--- src/rtl/instr_fetch_unit_if.sv ---
// Instruction-port bundle between the fetch unit (master) and instruction memory (slave).
// Acknowledge and read data are valid in the same cycle.
interface instr_fetch_unit_if;
  logic        iport_req_o;
  logic [31:0] iport_addr_o;
  logic        iport_ack_i;
  logic [31:0] iport_data_i;

  modport master (output iport_req_o, iport_addr_o, input  iport_ack_i, iport_data_i);
  modport slave  (input  iport_req_o, iport_addr_o, output iport_ack_i, iport_data_i);
endinterface

--- src/rtl/instr_fetch_unit.sv ---
// Fetch stage: owns the fetch PC, runs the instruction-port handshake, feeds decode via a
// 1-entry skid buffer and handles redirects. Optional misaligned-target trap: IFU_MISALIGN_CHECK_EN.
module instr_fetch_unit #(
  parameter logic [31:0] RESET_PC  = 32'h0001_0000,
  parameter logic [31:0] NOP_INSTR = 32'h0000_0013
) (
  input  logic               clk_i,
  input  logic               rst_i,
  input  logic               stall_i,
  input  logic               jump_i,
  input  logic [31:0]        jump_addr_i,
  output logic [31:0]        instr_o,
  output logic [31:0]        pc_o,
  output logic               instr_valid_o,
  output logic               fetch_err_o,
  instr_fetch_unit_if.master iport
);

  typedef enum logic [2:0] {
    S_IDLE,
    S_FETCH,
    S_HOLD,
    S_DISCARD
`ifdef IFU_MISALIGN_CHECK_EN
    , S_ERR
`endif
  } state_e;

  state_e      state_q, state_d;
  logic [31:0] fetch_pc_q, fetch_pc_d;
  logic [31:0] inflight_pc_q, inflight_pc_d;
  logic [31:0] redirect_pc_q, redirect_pc_d;
  logic [31:0] instr_q, instr_d;
  logic [31:0] pc_q, pc_d;
  logic        valid_q, valid_d;
  logic [31:0] skid_instr_q, skid_instr_d;
  logic [31:0] skid_pc_q, skid_pc_d;

  logic        ack;
  logic        consume;
  logic [31:0] jump_target;
  state_e      jump_state;
  state_e      discard_exit;

  assign ack     = iport.iport_ack_i;
  assign consume = valid_q & ~stall_i;

`ifdef IFU_MISALIGN_CHECK_EN
  logic misaligned;
  logic err_pend_q, err_pend_d;
  logic fetch_err_q;

  // A misaligned target is never fetched, so its low bits are irrelevant.
  assign misaligned   = |jump_addr_i[1:0];
  assign jump_target  = jump_addr_i;
  assign jump_state   = misaligned ? S_ERR : S_FETCH;
  assign discard_exit = err_pend_q ? S_ERR : S_FETCH;
  assign fetch_err_o  = fetch_err_q;

  always_ff @(posedge clk_i or posedge rst_i) begin
    if (rst_i) begin
      err_pend_q  <= 1'b0;
      fetch_err_q <= 1'b0;
    end else begin
      err_pend_q  <= err_pend_d;
      fetch_err_q <= jump_i & misaligned;
    end
  end
`else
  assign jump_target  = jump_addr_i & 32'hFFFF_FFFC;
  assign jump_state   = S_FETCH;
  assign discard_exit = S_FETCH;
  assign fetch_err_o  = 1'b0;
`endif

  always_comb begin
    // NOTE: every variable gets its hold value first so no path through the case infers a latch.
    state_d       = state_q;
    fetch_pc_d    = fetch_pc_q;
    inflight_pc_d = inflight_pc_q;
    redirect_pc_d = redirect_pc_q;
    instr_d       = instr_q;
    pc_d          = pc_q;
    valid_d       = valid_q;
    skid_instr_d  = skid_instr_q;
    skid_pc_d     = skid_pc_q;
`ifdef IFU_MISALIGN_CHECK_EN
    err_pend_d    = err_pend_q;
`endif

    if (jump_i) begin
      // Redirect outranks stall and ack: decode output and skid are flushed unconditionally.
      valid_d = 1'b0;
      instr_d = NOP_INSTR;
      case (state_q)
        S_FETCH: begin
          if (ack) begin
            fetch_pc_d = jump_target;
            state_d    = jump_state;
          end else begin
            inflight_pc_d = fetch_pc_q;
            redirect_pc_d = jump_target;
`ifdef IFU_MISALIGN_CHECK_EN
            err_pend_d    = misaligned;
`endif
            state_d       = S_DISCARD;
          end
        end
        S_DISCARD: begin
          // Latest redirect wins; if the stale fetch completes now, go straight to it.
          if (ack) begin
            fetch_pc_d = jump_target;
            state_d    = jump_state;
          end else begin
            redirect_pc_d = jump_target;
`ifdef IFU_MISALIGN_CHECK_EN
            err_pend_d    = misaligned;
`endif
          end
        end
        default: begin
          fetch_pc_d = jump_target;
          state_d    = jump_state;
        end
      endcase
    end else begin
      case (state_q)
        S_IDLE: state_d = S_FETCH;
        S_FETCH: begin
          if (ack) begin
            if (!valid_q || consume) begin
              instr_d = iport.iport_data_i;
              pc_d    = fetch_pc_q;
              valid_d = 1'b1;
            end else begin
              skid_instr_d = iport.iport_data_i;
              skid_pc_d    = fetch_pc_q;
              state_d      = S_HOLD;
            end
            fetch_pc_d = fetch_pc_q + 32'd4;
          end else if (consume) begin
            valid_d = 1'b0;
            instr_d = NOP_INSTR;
          end
        end
        S_HOLD: begin
          if (consume) begin
            instr_d = skid_instr_q;
            pc_d    = skid_pc_q;
            state_d = S_FETCH;
          end
        end
        S_DISCARD: begin
          if (ack) begin
            fetch_pc_d = redirect_pc_q;
            state_d    = discard_exit;
          end
        end
        default: ;
      endcase
    end
  end

  always_ff @(posedge clk_i or posedge rst_i) begin
    if (rst_i) begin
      // NOTE: sequential state uses non-blocking assignments so all registers update together.
      state_q       <= S_IDLE;
      fetch_pc_q    <= RESET_PC;
      inflight_pc_q <= RESET_PC;
      redirect_pc_q <= RESET_PC;
      instr_q       <= NOP_INSTR;
      pc_q          <= 32'd0;
      valid_q       <= 1'b0;
    end else begin
      state_q       <= state_d;
      fetch_pc_q    <= fetch_pc_d;
      inflight_pc_q <= inflight_pc_d;
      redirect_pc_q <= redirect_pc_d;
      instr_q       <= instr_d;
      pc_q          <= pc_d;
      valid_q       <= valid_d;
    end
  end

  // NOTE: skid payload has no reset; it is only read in HOLD, which is entered after a write.
  always_ff @(posedge clk_i) begin
    skid_instr_q <= skid_instr_d;
    skid_pc_q    <= skid_pc_d;
  end

  assign iport.iport_req_o  = (state_q == S_FETCH) || (state_q == S_DISCARD);
  assign iport.iport_addr_o = (state_q == S_DISCARD) ? inflight_pc_q : fetch_pc_q;

  assign instr_o       = instr_q;
  assign pc_o          = pc_q;
  assign instr_valid_o = valid_q;

endmodule

--- src/flat_wrapper.sv ---
// flat-port wrapper written by rule: the top's interface ports become plain ports
module instr_fetch_unit_flat 
#(
  parameter logic [31:0] RESET_PC  = 32'h0001_0000,
  parameter logic [31:0] NOP_INSTR = 32'h0000_0013
)
  (clk_i, rst_i, stall_i, jump_i, jump_addr_i, instr_o, pc_o, instr_valid_o, fetch_err_o, iport_iport_req_o, iport_iport_addr_o, iport_iport_ack_i, iport_iport_data_i);
  instr_fetch_unit_if iport_i ();
  input  logic clk_i;
  input  logic rst_i;
  input  logic stall_i;
  input  logic jump_i;
  input  logic [31:0] jump_addr_i;
  output logic [31:0] instr_o;
  output logic [31:0] pc_o;
  output logic instr_valid_o;
  output logic fetch_err_o;
  output wire logic [$bits(iport_i.iport_req_o)-1:0] iport_iport_req_o;
  output wire logic [$bits(iport_i.iport_addr_o)-1:0] iport_iport_addr_o;
  input wire logic [$bits(iport_i.iport_ack_i)-1:0] iport_iport_ack_i;
  input wire logic [$bits(iport_i.iport_data_i)-1:0] iport_iport_data_i;
  assign iport_iport_req_o = iport_i.iport_req_o;
  assign iport_iport_addr_o = iport_i.iport_addr_o;
  assign iport_i.iport_ack_i = iport_iport_ack_i;
  assign iport_i.iport_data_i = iport_iport_data_i;
  instr_fetch_unit #(.RESET_PC(RESET_PC), .NOP_INSTR(NOP_INSTR)) u_core (.clk_i(clk_i), .rst_i(rst_i), .stall_i(stall_i), .jump_i(jump_i), .jump_addr_i(jump_addr_i), .instr_o(instr_o), .pc_o(pc_o), .instr_valid_o(instr_valid_o), .fetch_err_o(fetch_err_o), .iport(iport_i));
endmodule
--- config.mk ---
export PLATFORM = sky130hd
export DESIGN_NAME = instr_fetch_unit_flat
export DESIGN_NICKNAME = d
export VERILOG_FILES = /design/src/rtl/instr_fetch_unit_if.sv /design/src/rtl/instr_fetch_unit.sv /design/src/flat_wrapper.sv
export SDC_FILE = /design/constraint.sdc
export NUM_CORES = 1
export LEC_CHECK = 0
export ABC_CLOCK_PERIOD_IN_PS = 9750
export BUFFER_PORTS_ARGS = -buffer_cell sky130_fd_sc_hd__buf_4
export CORE_ASPECT_RATIO = 0.7
export CORE_UTILIZATION = 61
export DETAILED_ROUTE_END_ITERATION = 16
export PLACE_DENSITY = 0.85
export SKIP_LAST_GASP = 1
export SYNTH_ARGS = -nofsm -noshare
export SYNTH_HDL_FRONTEND = slang
export SYNTH_SLANG_ARGS = --single-unit
--- constraint.sdc ---
create_clock -name clk_i -period 9.75 [get_ports clk_i]
set_input_delay 0.4875 -clock clk_i [delete_from_list [all_inputs] [get_ports clk_i]]
set_output_delay 0.4875 -clock clk_i [all_outputs]
set_load 0.01 [all_outputs]
; ---- Word level (Yosys, flattened, before mapping)
; Index checks and enable logic that the tools add are counted.
[word_totals]
register_bits = 226
in_bits = 69
word_cells = 78
[classes]
add_sub_neg = 1
n_eq_ne = 14
mux = 30
bitwise = 5
n_reduce_logical = 19
[ops]
columns = op, count
row1 = $mux 32, 14
row2 = $pmux 32 s2, 3
row3 = $add 32x3->32 const B, 1
row4 = $reduce_and 4->1, 4
row5 = $mux 3, 5
row6 = $pmux 3 s4, 1
row7 = $ne 3x2->1 const B, 3
row8 = $ne 3x3->1 const B, 3
row9 = $reduce_and 3->1, 3
row10 = $reduce_bool 3->1, 3
row11 = $ne 4x3->1 const B, 2
row12 = $eq 3x2->1 const B, 2
row13 = $pmux 3 s2, 1
row14 = $mux 1, 5
row15 = $reduce_and 5->1, 1
row16 = $reduce_bool 5->1, 1
row17 = $ne 2x1->1 const B, 2
row18 = $not 1->1, 4
row19 = $reduce_bool 2->1, 2
row20 = $eq 3x1->1 const B, 1
row21 = $logic_not 3->1, 1
row22 = $logic_or 1x1->1, 2
row23 = $mux 2, 1
row24 = $ne 2x2->1 const B, 1
row25 = other kinds (3), 3

; ---- Depth between registers and ports, before layout
[depth]
depth_word = 7
ltp_mapped = 9
mapped_depth_nobuf = 6

; ---- Least setup slack after synthesis
; Ideal clock, no wire load.
[synth_path]
path_kind = input to register
start = in iport_iport_ack_i
end = reg u_core.skid_instr_q[0] (enable)
setup_time_ps = 560
t_arrival_ps = 5548
required_ps = 9190
path_slack_ps = 3642
stages = 5
path_cell_list = buf_2 inv_1 a221oi_1 nand3_1 nor3_1
[synth_between]
elab_chain_cells = 1
[synth_rtl]
columns = element, line
row1 = "start, declared", flat_wrapper.sv:20  ; input wire logic [$bits(iport_i.iport_ack_i)-1:0] iport_iport_ack_i;
row2 = $reduce_and 4->1 (no source line), n/a
row3 = "end signal, assigned", instr_fetch_unit.sv:187  ; skid_instr_q <= skid_instr_d;
row4 = "end, declared", instr_fetch_unit.sv:36  ; logic [31:0] skid_instr_q, skid_instr_d;
; Every way passes these cells.
; A chain may end at the register's enable or synchronous reset.

; ---- Worst setup path in the final report
[layout_path]
start = in jump_i
end = reg u_core.fetch_pc_q[27]
[layout_between]
elab_chain_cells = 2
[layout_rtl]
columns = element, line
row1 = "start, declared", flat_wrapper.sv:12  ; input logic jump_i;
row2 = $ne 3x3->1 (no source line) (tied with other cells), n/a
row3 = $reduce_and 4->1 (no source line), n/a
row4 = "end signal, assigned", instr_fetch_unit.sv:176  ; fetch_pc_q <= fetch_pc_d;
row5 = "end, declared", instr_fetch_unit.sv:30  ; logic [31:0] fetch_pc_q, fetch_pc_d;
; Several ways; a longest one is shown, not always the timed one.

==> flow_summary.toml <==
[routing]
drt-vias-per-instance = 6.06
drtIter0Drc = 766
drc = 0
wl_mm = 25.1
wire_per_inst_um = 19.4
vias = 7815
ant_nets = 0
firstDrtPassIters = 5

[clock_network]
ctsResizeCount = 0
root_buffer = "clkbuf_16"
clock_sinks = 218
cts.clk_slew.worst_paths_ps = 60
cts-buffers-inserted = 21
cts_tree = "done"
clk_latency_ps = 500
postCtsHoldBufs = 0
cts_max_path_buffers = 3
h-tree-depth = 1
postCtsSetupRepairBufs = 0

[critical_path]
crit_start = "jump_i"
slowest_stage = "mux2i_4"
reg2reg_to = "u_core.fetch_pc_q[27]"
reg2reg_from = "u_core.state_q[2]"
path_max_fanout = 46
reg2reg_slack_ps = 6930
critical_path_class = "in -> reg"
cp_data_required_time_ps = 10130
critPathLaunchType = "primary input"
r2r_cells = 5
crit_path_max_incr_delay_ps = 1010
cp.arrival_ps = 3580
crit_chain = "buf_4 > clkinv_1 > mux2i_4 > nand2_1 > o22ai_1 > a21oi_1"
end_kind = "flop"
cp-endpoint = "u_core.fetch_pc_q[27]"

[sta]
slew_viol_final = 0
max_freq_mhz = 313
fin_crit_sh_pct = 32.8
max-slew-margin-rel_pct = 36.2
setup_tns_ps = 0
finalClockSkew_ps = 7.23
period_needed_ps = 3200
rsz0062_at_grt = "false"
tightestPinTransition_ps = 937
setup_viol = 0
finalHoldViolations = 0

[logic_synthesis]
ys.flop_type = "dfrtp_1"
syn_area_sq_um = 10000
ys_seq_elements = 218
seq_area_frac_synth_pct = 57.5
async_flop_share_pct = 71.6
synthCells = 931
yosysUniqueCellTypes = 64
yosysWarningCount = 0
synth_area_per_cell_sq_um = 10.8
synth_edf_count = 62

[die]
coreArea_sq_um = 15800
rows = 38
ioPinCount = 168
die_h_um = 109
initial_utilization_pct = 63.6
dieArea_sq_um = 17000
dieWidth_um = 155

[power]
p_sw_uw = 815
power_frac_comb_pct = 23.5
leakagePower_uw = 0.00499
p_per_area_nw_per_um2 = 225
ir_worst_vdd_mv = 0.143
p_int_uw = 1870
switching_share_pct = 30.3
p_seq_share_pct = 47.5
clkPwrFrac_pct = 29.0
fin_total_pwr_uw = 2690

[grt]
grt_max_degree = 99
grt_pass1_wl_mm = 39.6
track_usage_pct = 30.0
grt_overflow = 0
grt_antenna_before_repair = 0
grt_pass1_vias = 7528

[placement]
numPortBuffers = 160
place_congestion = 0.883
dpl_cell_area_sq_um = 11300
dp_hpwl_mm = 16.1

[layout]
final_area_sq_um = 11900
ff_latch_area_sq_um = 5770
nets = 1124
synthToLayoutAreaGrowth_pct = 18.7
final_common_cell = "buf_4"
drive_gt1_share_pct = 29.6
layout_common_cells = "buf_4, nand2_1, dfrtp_1, nor2_1, edfxtp_1"
multi_input_area_sq_um = 3870
fin_util_pct = 75.6
num_antenna_cells = 0
fillCellCount = 1125

[outcome]
status = "complete, no violations"

[job]
maxCapViolCount = 0

[hold_path]
hp-class = "in -> async"
-- metal layers --
metal,global-route usage [%],up-vias,part of all wire [%]
met4,6.16,0,1.3
li1,-,3557,-
met1,44.7,3855,44
met3,4.02,33,7.2
met5,0,-,0
met2,47.9,370,47
-- state kept, by name (all words and copies together) (netlist names) --
name and count:
u_core.instr_valid_o 1, u_core.instr_o 32, u_core.inflight_pc_q 30, u_core.pc_o 30
u_core.fetch_pc_q 30, u_core.redirect_pc_q 30, u_core.skid_pc_q 30, u_core.state_q 3
u_core.skid_instr_q 32
-- synthesized netlist by cell type (9+ instances only) --
cell type  instances  area, sq um
nand2_1          172          646
dfrtp_1          150         3750
nor2_1            90          338
edfxtp_1          62         1860
mux2_2            59          664
a31oi_1           36          225
clkbuf_1          33          124
a22oi_1           31          233
a21oi_2           28          245
buf_2             28          140
o21ai_0           26          130
a21oi_1           24          120
nand3_1           17         85.1
nor3_1            12         60.1
and3_1            11         68.8
buf_4              9         67.6
nand4_1            9         56.3
o22ai_1            9         56.3
or3_1              9         56.3
xor2_1             9         78.8
-- final cells by class --
type	count	share of cell area, %
flip-flops and latches	218	48.4
multi-input cells	628	32.5
repair buffers	177	11.1
clock buffers	33	4.95
well taps	220	2.31
clock inverters	5	0.441
inverters	8	0.294
-- power by group through the flow --
stage	registers (uW)	clock network, uW	logic (uW)
floorplan	1250	0	382
global placement	1280	0	610
detailed placement	1290	0	630
CTS	1270	787	634
global route	1300	824	689
finish	1280	780	631
-- kinds of logic (layout without fill, tap and decap cells) --
group | Yosys count | in the layout | share of synthesized area (%)
buffers and inverters | 89 | 223 | 4.56
multiplexers | 65 | 65 | 7.24
flip-flops | 218 | 218 | 57.5
AO/OA/AOI/OAI | 193 | 193 | 13.7
adder cells (fa/ha/maj) | 1 | 1 | 0.125
other | 1 | 5 | 0.0373
XOR/XNOR | 13 | 13 | 1.13
AND/OR/NAND/NOR | 351 | 351 | 15.8
-- worst max-delay path, delay by kind of cell --
kind	cells	cell delay, ps
buffers and inverters	2	1230
multiplexers	1	1010
AND/OR/NAND/NOR	1	430
AO/OA/AOI/OAI	2	360
-- through the flow --
step	worst slack (ps)	std cells	hold WS [ps]
after floorplan	3640	935	420
after global placement	6100	1251	467
after detailed placement	6090	1251	476
after CTS	6610	1289	162
after global routing	6340	1289	156
final	6550	1289	171
-- worst min path at each step --
stage	from	end	slack (ps)
2_1_floorplan	u_core.fetch_pc_q[4]	u_core.skid_pc_q[4]	420
3_3_place_gp	u_core.inflight_pc_q[28]	u_core.inflight_pc_q[28]	470
3_5_place_dp	u_core.inflight_pc_q[28]	u_core.inflight_pc_q[28]	480
4_1_cts	iport_iport_data_i[21]	u_core.skid_instr_q[21]	160
5_1_grt	iport_iport_data_i[21]	u_core.skid_instr_q[21]	160
6_report	rst_i	u_core.instr_o[24]	170
No activity file was read; power rests on OpenSTA's default activity.
